**src/rtl/pattern_builder_if.sv**
```systemverilog
// Load-request channel of the pattern builder: one (shape, slot) request per
// cycle under a valid/ready handshake.
interface pattern_builder_if #(
   parameter int SHAPE_W = 3,
   parameter int SLOT_W  = 2
);
   logic               load_valid;
   logic               load_ready;
   logic [SHAPE_W-1:0] load_shape;
   logic [SLOT_W-1:0]  load_slot;

   modport master (
      output load_valid,
      output load_shape,
      output load_slot,
      input  load_ready
   );

   modport slave (
      input  load_valid,
      input  load_shape,
      input  load_slot,
      output load_ready
   );
endinterface

```
**src/rtl/pattern_builder.sv**
```systemverilog
// Assembles a NUM_SLOTS x SHAPE_W master pattern from (shape, slot) loads in a
// start-delimited session, tracking duplicate and out-of-range requests.
module pattern_builder #(
   parameter int NUM_SLOTS = 4,
   parameter int SHAPE_W   = 3,
   parameter int OVERWRITE = 0,
   parameter int SLOT_W    = (NUM_SLOTS > 2) ? $clog2(NUM_SLOTS) : 1
) (
   input  logic                         clock,
   input  logic                         reset,
   input  logic                         start,
   pattern_builder_if.slave             load,
   output logic [NUM_SLOTS*SHAPE_W-1:0] pattern,
   output logic [NUM_SLOTS-1:0]         filled,
   output logic                         busy,
   output logic                         done,
   output logic [3:0]                   dup_count,
   output logic                         range_err
);

   typedef enum logic [1:0] {IDLE = 2'd0, BUILD = 2'd1, DONE = 2'd2} state_t;

   state_t                         state_r, state_s;
   logic [1:0]                     rst_sync_r;
   logic                           rst_int_s;
   logic [NUM_SLOTS*SHAPE_W-1:0]   pattern_r, pattern_s, pattern_wr_s;
   logic [NUM_SLOTS-1:0]           filled_r, filled_s, slot_hit_s;
   logic [3:0]                     dup_r, dup_s, dup_inc_s;
   logic                           range_r, range_s;
   logic                           busy_r, done_r;
   logic                           load_ready_s, accept_s, in_range_s, hit_filled_s;

   // Reset synchronizer: assertion is immediate, release is aligned to clock.
   always_ff @(posedge clock or negedge reset) begin
      if (!reset) begin
         rst_sync_r <= 2'b00;
      end else begin
         rst_sync_r <= {rst_sync_r[0], 1'b1};
      end
   end

   assign rst_int_s    = rst_sync_r[1];
   assign load_ready_s = (state_r == BUILD) && !start;
   assign accept_s     = load.load_valid && load_ready_s;
   assign dup_inc_s    = (dup_r == 4'd15) ? 4'd15 : (dup_r + 4'd1);

   // Slot decode and the pattern image with the requested slot replaced.
   always_comb begin
      slot_hit_s   = {NUM_SLOTS{1'b0}};
      pattern_wr_s = pattern_r;
      for (int k = 0; k < NUM_SLOTS; k++) begin
         slot_hit_s[k] = (load.load_slot == SLOT_W'(k));
         if (slot_hit_s[k]) begin
            pattern_wr_s[k*SHAPE_W +: SHAPE_W] = load.load_shape;
         end else begin
            pattern_wr_s[k*SHAPE_W +: SHAPE_W] = pattern_r[k*SHAPE_W +: SHAPE_W];
         end
      end
      in_range_s   = |slot_hit_s;
      hit_filled_s = |(slot_hit_s & filled_r);
   end

   // Next-state and datapath update; start overrides every state.
   always_comb begin
      state_s   = state_r;
      pattern_s = pattern_r;
      filled_s  = filled_r;
      dup_s     = dup_r;
      range_s   = range_r;
      if (start) begin
         state_s   = BUILD;
         pattern_s = {(NUM_SLOTS*SHAPE_W){1'b0}};
         filled_s  = {NUM_SLOTS{1'b0}};
         dup_s     = 4'd0;
         range_s   = 1'b0;
      end else begin
         case (state_r)
            IDLE: state_s = IDLE;
            BUILD: begin
               if (accept_s && in_range_s) begin
                  filled_s = filled_r | slot_hit_s;
                  if (!hit_filled_s || (OVERWRITE != 0)) begin
                     pattern_s = pattern_wr_s;
                  end else begin
                     pattern_s = pattern_r;
                  end
                  if (hit_filled_s) begin
                     dup_s = dup_inc_s;
                  end else begin
                     dup_s = dup_r;
                  end
               end else if (accept_s) begin
                  range_s = 1'b1;
               end else begin
                  range_s = range_r;
               end
               if (&filled_s) begin
                  state_s = DONE;
               end else begin
                  state_s = BUILD;
               end
            end
            DONE:    state_s = DONE;
            default: state_s = IDLE;
         endcase
      end
   end

   // State, datapath and status registers.
   always_ff @(posedge clock or negedge rst_int_s) begin
      if (!rst_int_s) begin
         state_r   <= IDLE;
         pattern_r <= {(NUM_SLOTS*SHAPE_W){1'b0}};
         filled_r  <= {NUM_SLOTS{1'b0}};
         dup_r     <= 4'd0;
         range_r   <= 1'b0;
         busy_r    <= 1'b0;
         done_r    <= 1'b0;
      end else begin
         state_r   <= state_s;
         pattern_r <= pattern_s;
         filled_r  <= filled_s;
         dup_r     <= dup_s;
         range_r   <= range_s;
         busy_r    <= (state_s == BUILD);
         done_r    <= (state_s == DONE);
      end
   end

   assign load.load_ready = load_ready_s;
   assign pattern         = pattern_r;
   assign filled          = filled_r;
   assign busy            = busy_r;
   assign done            = done_r;
   assign dup_count       = dup_r;
   assign range_err       = range_r;

endmodule

```
**src/flat_wrapper.sv**
```systemverilog
// flat-port wrapper written by rule: the top's interface ports become plain ports
module pattern_builder_flat 
#(
   parameter int NUM_SLOTS = 4,
   parameter int SHAPE_W   = 3,
   parameter int OVERWRITE = 0,
   parameter int SLOT_W    = (NUM_SLOTS > 2) ? $clog2(NUM_SLOTS) : 1
)
  (clock, reset, start, pattern, filled, busy, done, dup_count, range_err, load_load_valid, load_load_shape, load_load_slot, load_load_ready);
  pattern_builder_if #(.SHAPE_W(SHAPE_W), .SLOT_W(SLOT_W)) load_i ();
  input  logic clock;
  input  logic reset;
  input  logic start;
  output logic [NUM_SLOTS*SHAPE_W-1:0] pattern;
  output logic [NUM_SLOTS-1:0] filled;
  output logic busy;
  output logic done;
  output logic [3:0] dup_count;
  output logic range_err;
  input wire logic [$bits(load_i.load_valid)-1:0] load_load_valid;
  input wire logic [$bits(load_i.load_shape)-1:0] load_load_shape;
  input wire logic [$bits(load_i.load_slot)-1:0] load_load_slot;
  output wire logic [$bits(load_i.load_ready)-1:0] load_load_ready;
  assign load_i.load_valid = load_load_valid;
  assign load_i.load_shape = load_load_shape;
  assign load_i.load_slot = load_load_slot;
  assign load_load_ready = load_i.load_ready;
  pattern_builder #(.NUM_SLOTS(NUM_SLOTS), .SHAPE_W(SHAPE_W), .OVERWRITE(OVERWRITE), .SLOT_W(SLOT_W)) u_core (.clock(clock), .reset(reset), .start(start), .load(load_i), .pattern(pattern), .filled(filled), .busy(busy), .done(done), .dup_count(dup_count), .range_err(range_err));
endmodule
```
**config.mk**
```make
export PLATFORM = sky130hd
export DESIGN_NAME = pattern_builder_flat
export DESIGN_NICKNAME = d
export VERILOG_FILES = /design/src/rtl/pattern_builder_if.sv /design/src/rtl/pattern_builder.sv /design/src/flat_wrapper.sv
export SDC_FILE = /design/constraint.sdc
export NUM_CORES = 1
export LEC_CHECK = 0
export CELL_PAD_IN_SITES_DETAIL_PLACEMENT = 1
export CELL_PAD_IN_SITES_GLOBAL_PLACEMENT = 2
export CORE_MARGIN = 3
export CORE_UTILIZATION = 29
export DETAILED_ROUTE_END_ITERATION = 10
export PLACE_DENSITY_LB_ADDON = 0.1
export SLEW_MARGIN = 15
export SYNTH_ARGS = -nofsm -noshare
export SYNTH_HDL_FRONTEND = slang
export SYNTH_SLANG_ARGS = --single-unit
```
**constraint.sdc**
```tcl
create_clock -name clock -period 1.22 [get_ports clock]
set_input_delay 0.244 -clock clock [delete_from_list [all_inputs] [get_ports clock]]
set_output_delay 0.244 -clock clock [all_outputs]
set_load 0.03 [all_outputs]
```
==> results of run 1 <==
==> area by class of cell <==
class | instances | area share
well taps | 48 | 0.03200
repair buffers | 57 | 0.2613
inverters | 5 | 0.01000
clock buffers | 4 | 0.02400
flip-flops and latches | 27 | 0.3627
multi-input cells | 68 | 0.3100
==> stage by stage <==
step                      hold WS, ps  TNS (ps)    util  total power, mW  setup WS (ps)
after floorplan                -51.59     -6622       -            1.082         -478.7
after global placement          127.0    -14360  0.4420            1.215         -777.2
after detailed placement        130.8    -15420  0.4420            1.221         -864.1
after CTS                       117.9     -8920  0.4858            1.773         -550.1
after global routing            109.6    -11090  0.4941            1.841         -657.7
final                           123.7     -8675  0.4941            1.750         -576.4
==> metal layers <==
metal	vias to the layer above	part of all wire
li1	474	-
met2	23	0.50
met5	-	0
met1	491	0.46
met3	2	0.030
met4	0	0.0027
==> sequential cells by signal, indices dropped and copies added (netlist names) <==
register           cells
u_core.pattern        12
u_core.dup_count       4
u_core.filled          4
u_core.rst_sync_r      2
u_core.state_r         2
u_core.busy            1
u_core.done            1
u_core.range_err       1
==> power by group <==
group | internal (mW) | switching, mW
Sequential | 0.917 | 0.0188
Clock | 0.234 | 0.276
Combinational | 0.139 | 0.165
Total | 1.29 | 0.460
==> critical path: stages (launching register included) <==
cell and delay (ps):
dfrtp_1 400, inv_2 70, ha_4 120, and3b_2 230, a31oi_2 130, or4_4 550, a31o_1 190
==> what timing repair did <==
| item | in CTS | in global routing |
|---|---|---|
| cloned | 0 | 0 |
| resized for setup | 22 | 6 |
| setup buffers | 3 | 1 |
| setup endpoints to repair | 29 | 29 |
| pin swaps | 4 | 1 |
==> worst max path at each step <==
stage	start	endpoint	slack [ps]	depth (start not counted)
after global routing	u_core.state_r[1]$_DFF_PN0_	u_core.busy$_DFF_PN0_	-660	6
final	u_core.state_r[1]$_DFF_PN0_	u_core.busy$_DFF_PN0_	-580	6
after global placement	load_load_slot[0]	u_core.dup_count[2]$_DFFE_PN0P_	-780	5
after floorplan	u_core.state_r[1]$_DFF_PN0_	u_core.busy$_DFF_PN0_	-480	6
after CTS	u_core.state_r[1]$_DFF_PN0_	u_core.busy$_DFF_PN0_	-550	6
after detailed placement	load_load_slot[0]	u_core.dup_count[2]$_DFFE_PN0P_	-860	5
==> cells in the final DEF (no fill, tap or decap), types with 2 or more instances in the layout <==
| cell type | instances |
|---|---|
| a311oi_1 | 2 |
| ha_1 | 2 |
| a31oi_1 | 3 |
| nor4_4 | 3 |
| mux2i_1 | 12 |
| nor2b_1 | 3 |
| clkdlybuf4s50_1 | 6 |
| buf_4 | 38 |
| nand2_1 | 2 |
| dfrtp_2 | 4 |
| inv_1 | 4 |
| nor2_1 | 18 |
| dfrtp_1 | 23 |
| a21oi_2 | 2 |
| clkbuf_8 | 3 |
| or4_4 | 2 |
| buf_6 | 11 |
==> logic make-up (layout without fill, tap and decap cells) <==
kind of cell,count (synthesis),count (layout),synth area share
mux,13,13,0.1199
flops,27,27,0.5678
buf+inv,10,66,0.03890
other cells,1,1,0.003152
fa+ha+maj,3,3,0.03155
compound gates,15,15,0.08518
simple gates,36,36,0.1535
==> flow_summary.ini, run 1 <==
[sta]
period_minus_slack_ps = 1796
hold_violations = 0
setup_slack_ps = -576.4
skew_ps = 3.087
finalSetupViolations = 25
maxSlewViolCount = 0
max_freq_ghz = 0.5567
grt_setup_unrepaired = yes
finalCritPeriodShare = 1.472

[synthesis]
syn-cell-area_mm2 = 0.001190
yosysWarningCount = 0
yosysSeqAreaShare = 0.5678
syn_area_per_cell_um2 = 11.33
async_reset_ff_frac = 1.000
synth_top_area_cell = dfrtp_1
synth_most_common_cell = dfrtp_1
synth_area_leaders = dfrtp_1 57%, mux2i_1 10%, nor2_1 5.7%
synth_nets = 117
synth_common_cells = 27 x dfrtp_1, 18 x nor2_1, 12 x mux2i_1
yosys.cell_types.count = 27
synth-edff-count = 0
synth_top_area_share = 0.5678
synthFlopType = dfrtp_1
netlist_instances = 105
ys_seq_elements = 27

[die]
rows = 22
start_util = 0.3132
die_area_mm2 = 0.004908
dieHeight_um = 70.06
io_pins = 33
core_area_mm2 = 0.003799
die_width_um = 70.06

[final_layout]
regArea_um2 = 680.7
n_antenna_cell = 0
final_cells = 209
layout-drive-gt1-share = 0.4534
final_cell_area_mm2 = 0.001877
nNetsFinal = 174
multiInputGateArea_um2 = 581.8
fillers = 405
area_delta_synth_final_pct = 57.73

[drt]
ant_nets = 0
drcViolationCount = 0
routedWlPerCell_um = 16.20
initialDrtViolationCount = 44
wl_mm = 3.386
via_per_inst = 4.737
drtPass1Iterations = 4
vias = 990

[power_and_ir_drop]
leakage_nw = 0.9017
p_per_area_mw_per_mm2 = 932.2
vdd_drop_max_uv = 440.3

[global_routing]
grt_util_met1 = 0.2034
grt_max_degree = 26
grt_use_met2 = 0.2445
grt_pass1_wl_mm = 5.823
gr-usage-met3 = 0.02446
gr-total-overflow = 0
antenna_found_initial = 0
track_usage = 0.1489
busiest_layer = met2
first_global_vias = 1147

[clock_tree]
cts_tree = done
cts_buffer_depth = 2
cts_root_buffer = clkbuf_8
clkTransAtPathRegs_ps = 90
h-tree-depth = 1
cts_buffers = 3
clkLatencyLatePin_ps = 270
cts-hold-fix-buffers = 0
cts.sinks = 27

[placement]
placed_area_mm2 = 0.001679
dp_cells = 201
numPortBuffers = 32
gp_congestion = 0.8617
dpl.hpwl_mm = 2.472

[run_status]
failed_checks = negative setup slack
status = finished with violations

[worst_setup_path]
crit_type = reg -> reg
r2r_slack_ps = -580
r2r_cells = 6
reg2reg_to = u_core.busy$_DFF_PN0_
crit_path_end_kind = flop
cp.arrival_ps = 1960
reg2reg_from = u_core.state_r[1]$_DFF_PN0_
crit_path_start_kind = flop
cp_max_fo = 4
crit_required_ps = 1390

[hold_path]
hold_path.class = reg -> async

[flow_run]
drv_cap = 0
(Power assumes the default switching activity.)
==> run 2, diff against run 1 <==
Settings changed: CORE_MARGIN 3 to 10.
Clock period 1.22 ns to 1.8 ns, I/O delays scaled along.
==> flow_summary.ini, run 2 (same netlist as run 1, synthesis figures left out) <==
[run_status]
status = finished with violations
failed_checks = negative setup slack

[die]
die_width_um = 84.06
core_area_mm2 = 0.003971
rows = 23
io_pins = 33
die_area_mm2 = 0.007065
dieHeight_um = 84.06
start_util = 0.2996

[clock_tree]
cts_tree = done
clkLatencyLatePin_ps = 270
cts.sinks = 27
cts_buffer_depth = 2
cts_root_buffer = clkbuf_8
h-tree-depth = 1
cts_buffers = 3
cts-hold-fix-buffers = 0
clkTransAtPathRegs_ps = 100

[final_layout]
final_cell_mix = 27 x clkdlybuf4s50_1, 27 x dfrtp_1, 18 x nor2_1
fillers = 429
final_cells = 201
multiInputGateArea_um2 = 510.5
final_cell_area_mm2 = 0.001754
regArea_um2 = 675.6
n_antenna_cell = 0
nNetsFinal = 164
layout-drive-gt1-share = 0.1987
largest_reg_flops = 12
area_delta_synth_final_pct = 47.42

[worst_setup_path]
reg2reg_from = u_core.state_r[1]$_DFF_PN0_
crit_required_ps = 1970
cp_max_fo = 4
cp-startpoint = u_core.state_r[1]$_DFF_PN0_
crit_path_start_kind = flop
crit_type = reg -> reg
crit_path_end_kind = flop
cp.arrival_ps = 2010

[global_routing]
track_usage = 0.08985
grt_pass1_wl_mm = 5.313
first_global_vias = 1083
antenna_found_initial = 0
gr-total-overflow = 0
grt_max_degree = 26

[sta]
finalCritPeriodShare = 1.023
maxSlewViolCount = 0
hold_violations = 0
finalSetupViolations = 2
period_minus_slack_ps = 1841
setup_slack_ps = -41.27
grt_setup_unrepaired = yes
max_freq_ghz = 0.5431
skew_ps = 2.211

[drt]
ant_nets = 0
via_per_inst = 4.796
wl_mm = 3.240
drtPass1Iterations = 4
drcViolationCount = 0
routedWlPerCell_um = 16.12
initialDrtViolationCount = 32
vias = 964

[placement]
numPortBuffers = 32
dpl.hpwl_mm = 2.392
dp_cells = 194
placed_area_mm2 = 0.001635
gp_congestion = 0.7993

[power_and_ir_drop]
vdd_drop_max_uv = 278.0
leakage_nw = 0.8549
p_per_area_mw_per_mm2 = 662.6

[hold_path]
hold_path.class = reg -> async

[flow_run]
drv_cap = 0
## run 2: cell types whose count changed in the layout (fill, tap and decap cells not counted), sizes merged
cell	before	now
dlymetal6s2s	1	4
buf	49	16
dlygate4sd2	1	0
clkbuf	4	3
clkdlybuf4s50	6	27
clkinv	0	1
## run 2: layout make-up
class / instances / area share
Multi-Input combinational cell: 68 / 0.2910
Tap cell: 50 / 0.03566
Timing Repair Buffer: 47 / 0.2511
Inverter: 5 / 0.01070
Clock inverter: 1 / 0.002853
Clock buffer: 3 / 0.02354
Sequential cell: 27 / 0.3852
## run 2: path summary, 6_finish.rpt
kind                                             endpoint  slack, ps  cells past startpoint
hold reg to reg             u_core.pattern[2]$_DFFE_PN0P_        150                      0
max in group asynchronous    u_core.filled[2]$_DFFE_PN0P_       1080                      1
setup reg to reg                    u_core.busy$_DFF_PN0_        -40                      6
setup / recovery                    u_core.busy$_DFF_PN0_        -40                      6
hold / removal              u_core.pattern[2]$_DFFE_PN0P_        150                      0
min in group clock         u_core.rst_sync_r[1]$_DFF_PN0_        370                      0
## run 2: power breakdown
group          internal (mW)  switching (mW)  leakage [nW]
Clock                  0.155           0.198        0.0255
Sequential             0.621          0.0141         0.359
Combinational         0.0789          0.0950         0.471
## run 2: what timing repair did
item                                    CTS  global route
setup buffers                             1             2
pin swaps                                 4             3
resized for setup                         2            10
hold endpoints to repair                  0             0
endpoints found under the setup margin    9            20
## run 2: routing by layer
metal,GRT usage,up-vias,share of wire,wire (µm)
met3,0.03125,2,0.060,193
met1,0.09647,485,0.43,1386
met4,0.03044,0,0.0059,19
li1,-,457,-,-
met2,0.1584,20,0.51,1641
met5,0,-,0,0
## run 2: critical path, stage by stage (launching register included)
cell,delay (ps)
dfrtp_1,400
inv_2,70
ha_4,120
and3b_2,230
a31oi_2,110
or4_4,570
a31o_1,230
## run 2: through the flow
step	power [mW]	hold WS [ps]	util	setup TNS, ps	setup slack [ps]
3_5_place_dp	0.8164	161.9	0.4118	-4007	-346.4
4_1_cts	1.177	165.9	0.4275	-120.8	-48.28
5_1_grt	1.216	191.1	0.4417	-677.9	-106.8
3_3_place_gp	0.8140	147.4	0.4118	-3678	-330.8
6_report	1.162	146.2	0.4417	-59.80	-41.27
2_1_floorplan	0.7290	64.41	-	0	2.888
==> run 3, diff against run 2 <==
Clock period 1.8 ns to 1.91 ns, I/O delays scaled along.
==> flow_summary.ini, run 3 (same netlist as run 1, synthesis figures left out) <==
[run_status]
status = complete, no violations

[sta]
hold_violations = 0
finalSetupViolations = 0
grt_setup_unrepaired = yes
setup_slack_ps = 52.60
max-slew-margin-rel = 0.5933
tightest_slew_ps = 610.1
period_minus_slack_ps = 1857
maxSlewViolCount = 0
whs_ps = 254.5
finalCritPeriodShare = 0.9725
max_freq_ghz = 0.5384
skew_ps = 1.500

[clock_tree]
cts_buffers = 3
cts_root_buffer = clkbuf_8
clkLatencyLatePin_ps = 270
cts_buffer_depth = 2
cts.sinks = 27
cts_tree = done
clkTransAtPathRegs_ps = 90
h-tree-depth = 1

[drt]
initialDrtViolationCount = 19
drtPass1Iterations = 4
routedWlPerCell_um = 15.95
drcViolationCount = 0
routed.top_layer = met4
wl_met1_mm = 1.408
via_per_inst = 4.780
vias = 956
routed-wl-met3_um = 187
wl_mm = 3.190
met2_length_mm = 1.576
ant_nets = 0

[power_and_ir_drop]
seqPwrFrac = 0.552
p_total_mw = 1.089
leakage_nw = 0.7733
power_switching_mw = 0.2787
p_comb_frac = 0.146
intPower_mw = 0.8105
vdd_drop_max_uv = 291.1
p_per_area_mw_per_mm2 = 635.4
pwr-share-clk = 0.302
p_sw_frac = 0.2559

[global_routing]
first_global_vias = 1034
gr-total-overflow = 0
grt_max_degree = 26
grt_pass1_wl_mm = 5.437
antenna_found_initial = 0
track_usage = 0.09286

[worst_setup_path]
crit_type = reg -> reg
crit_path_start_kind = flop
crit_path_end_kind = flop
cp_max_fo = 4
crit_required_ps = 2080
cp.arrival_ps = 2020
path_cells = inv_1 > ha_2 > and3b_2 > a31oi_1 > or4_4 > a31o_1
critPathSlowestCell = or4_4
max_stage_delay_ps = 570

[final_layout]
largest_reg_flops = 12
final_cell_mix = 31 x clkdlybuf4s50_1, 27 x dfrtp_1, 18 x nor2_1
final_common_cell = clkdlybuf4s50_1
nNetsFinal = 163
final_cells = 200
final_cell_area_mm2 = 0.001714
fillers = 445
layout-drive-gt1-share = 0.1600
n_antenna_cell = 0
area_delta_synth_final_pct = 44.06

[placement]
gp_congestion = 0.8391
numPortBuffers = 32
dpl.hpwl_mm = 2.486
placed_area_mm2 = 0.001653
dp_cells = 195
dpl_worst_slack_ps = -308.8

[die]
io_pins = 33
start_util = 0.2996
die_width_um = 84.06
die_area_mm2 = 0.007065
dieHeight_um = 84.06
core_area_mm2 = 0.003971
rows = 23

[hold_path]
hold_path.class = reg -> async

[flow_run]
drv_cap = 0
[run 3: area by class of cell]
type                    instances  area, µm²  area share
well taps                      50      62.56     0.03650
repair buffers                 46      435.4      0.2540
inverters                       5      18.77     0.01095
multi-input cells              68      476.7      0.2781
clock buffers                   4      45.04     0.02628
flip-flops and latches         27      675.6      0.3942
[run 3: power groups by stage]
stage,logic (mW),clock network (mW),registers [mW]
after floorplan,0.0497,0,0.637
after global placement,0.159,0,0.613
after detailed placement,0.161,0,0.613
after CTS,0.162,0.345,0.602
after global routing,0.173,0.373,0.605
final,0.159,0.329,0.602
[run 3: path summary, 6_finish.rpt]
path	to	cells after the start	start	slack, ps
hold / removal	u_core.pattern[2]$_DFFE_PN0P_	0	u_core.rst_sync_r[1]$_DFF_PN0_	250
setup reg to reg	u_core.busy$_DFF_PN0_	6	u_core.state_r[1]$_DFF_PN0_	50
setup / recovery	u_core.busy$_DFF_PN0_	6	u_core.state_r[1]$_DFF_PN0_	50
max in group asynchronous	u_core.state_r[0]$_DFF_PN0_	1	u_core.rst_sync_r[1]$_DFF_PN0_	1170
min in group clock	u_core.rst_sync_r[1]$_DFF_PN0_	0	u_core.rst_sync_r[0]$_DFF_PN0_	360
hold reg to reg	u_core.pattern[2]$_DFFE_PN0P_	0	u_core.rst_sync_r[1]$_DFF_PN0_	250
[run 3: through the flow]
step	TNS (ps)	utilization
3_3_place_gp	-2467	0.4162
4_1_cts	0	0.4282
5_1_grt	-27.57	0.4316
2_1_floorplan	0	-
6_report	0	0.4316
3_5_place_dp	-2695	0.4162
[run 3: timing repair]
| action | CTS | global route |
|---|---|---|
| buffers inserted | 0 | 1 |
| gates resized for setup | 1 | 2 |
| setup endpoints to repair | 2 | 7 |
| hold buffers | 0 | 0 |
| gates cloned | 0 | 0 |
| pin swaps | 0 | 1 |
[run 3: layer usage]
layer,track usage,up-vias
met5,0,-
met4,0.03196,0
li1,-,455
met2,0.1459,19
met1,0.1134,480
met3,0.03320,2
[run 3: critical path: cells and delay by family, from the launching register on]
family                   cells  cell delay, ps
buffers and inverters        1              60
AND/OR/NAND/NOR              2             790
adder cells (fa/ha/maj)      1             170
flip-flops                   1             390
AO/OA/AOI/OAI                2             340
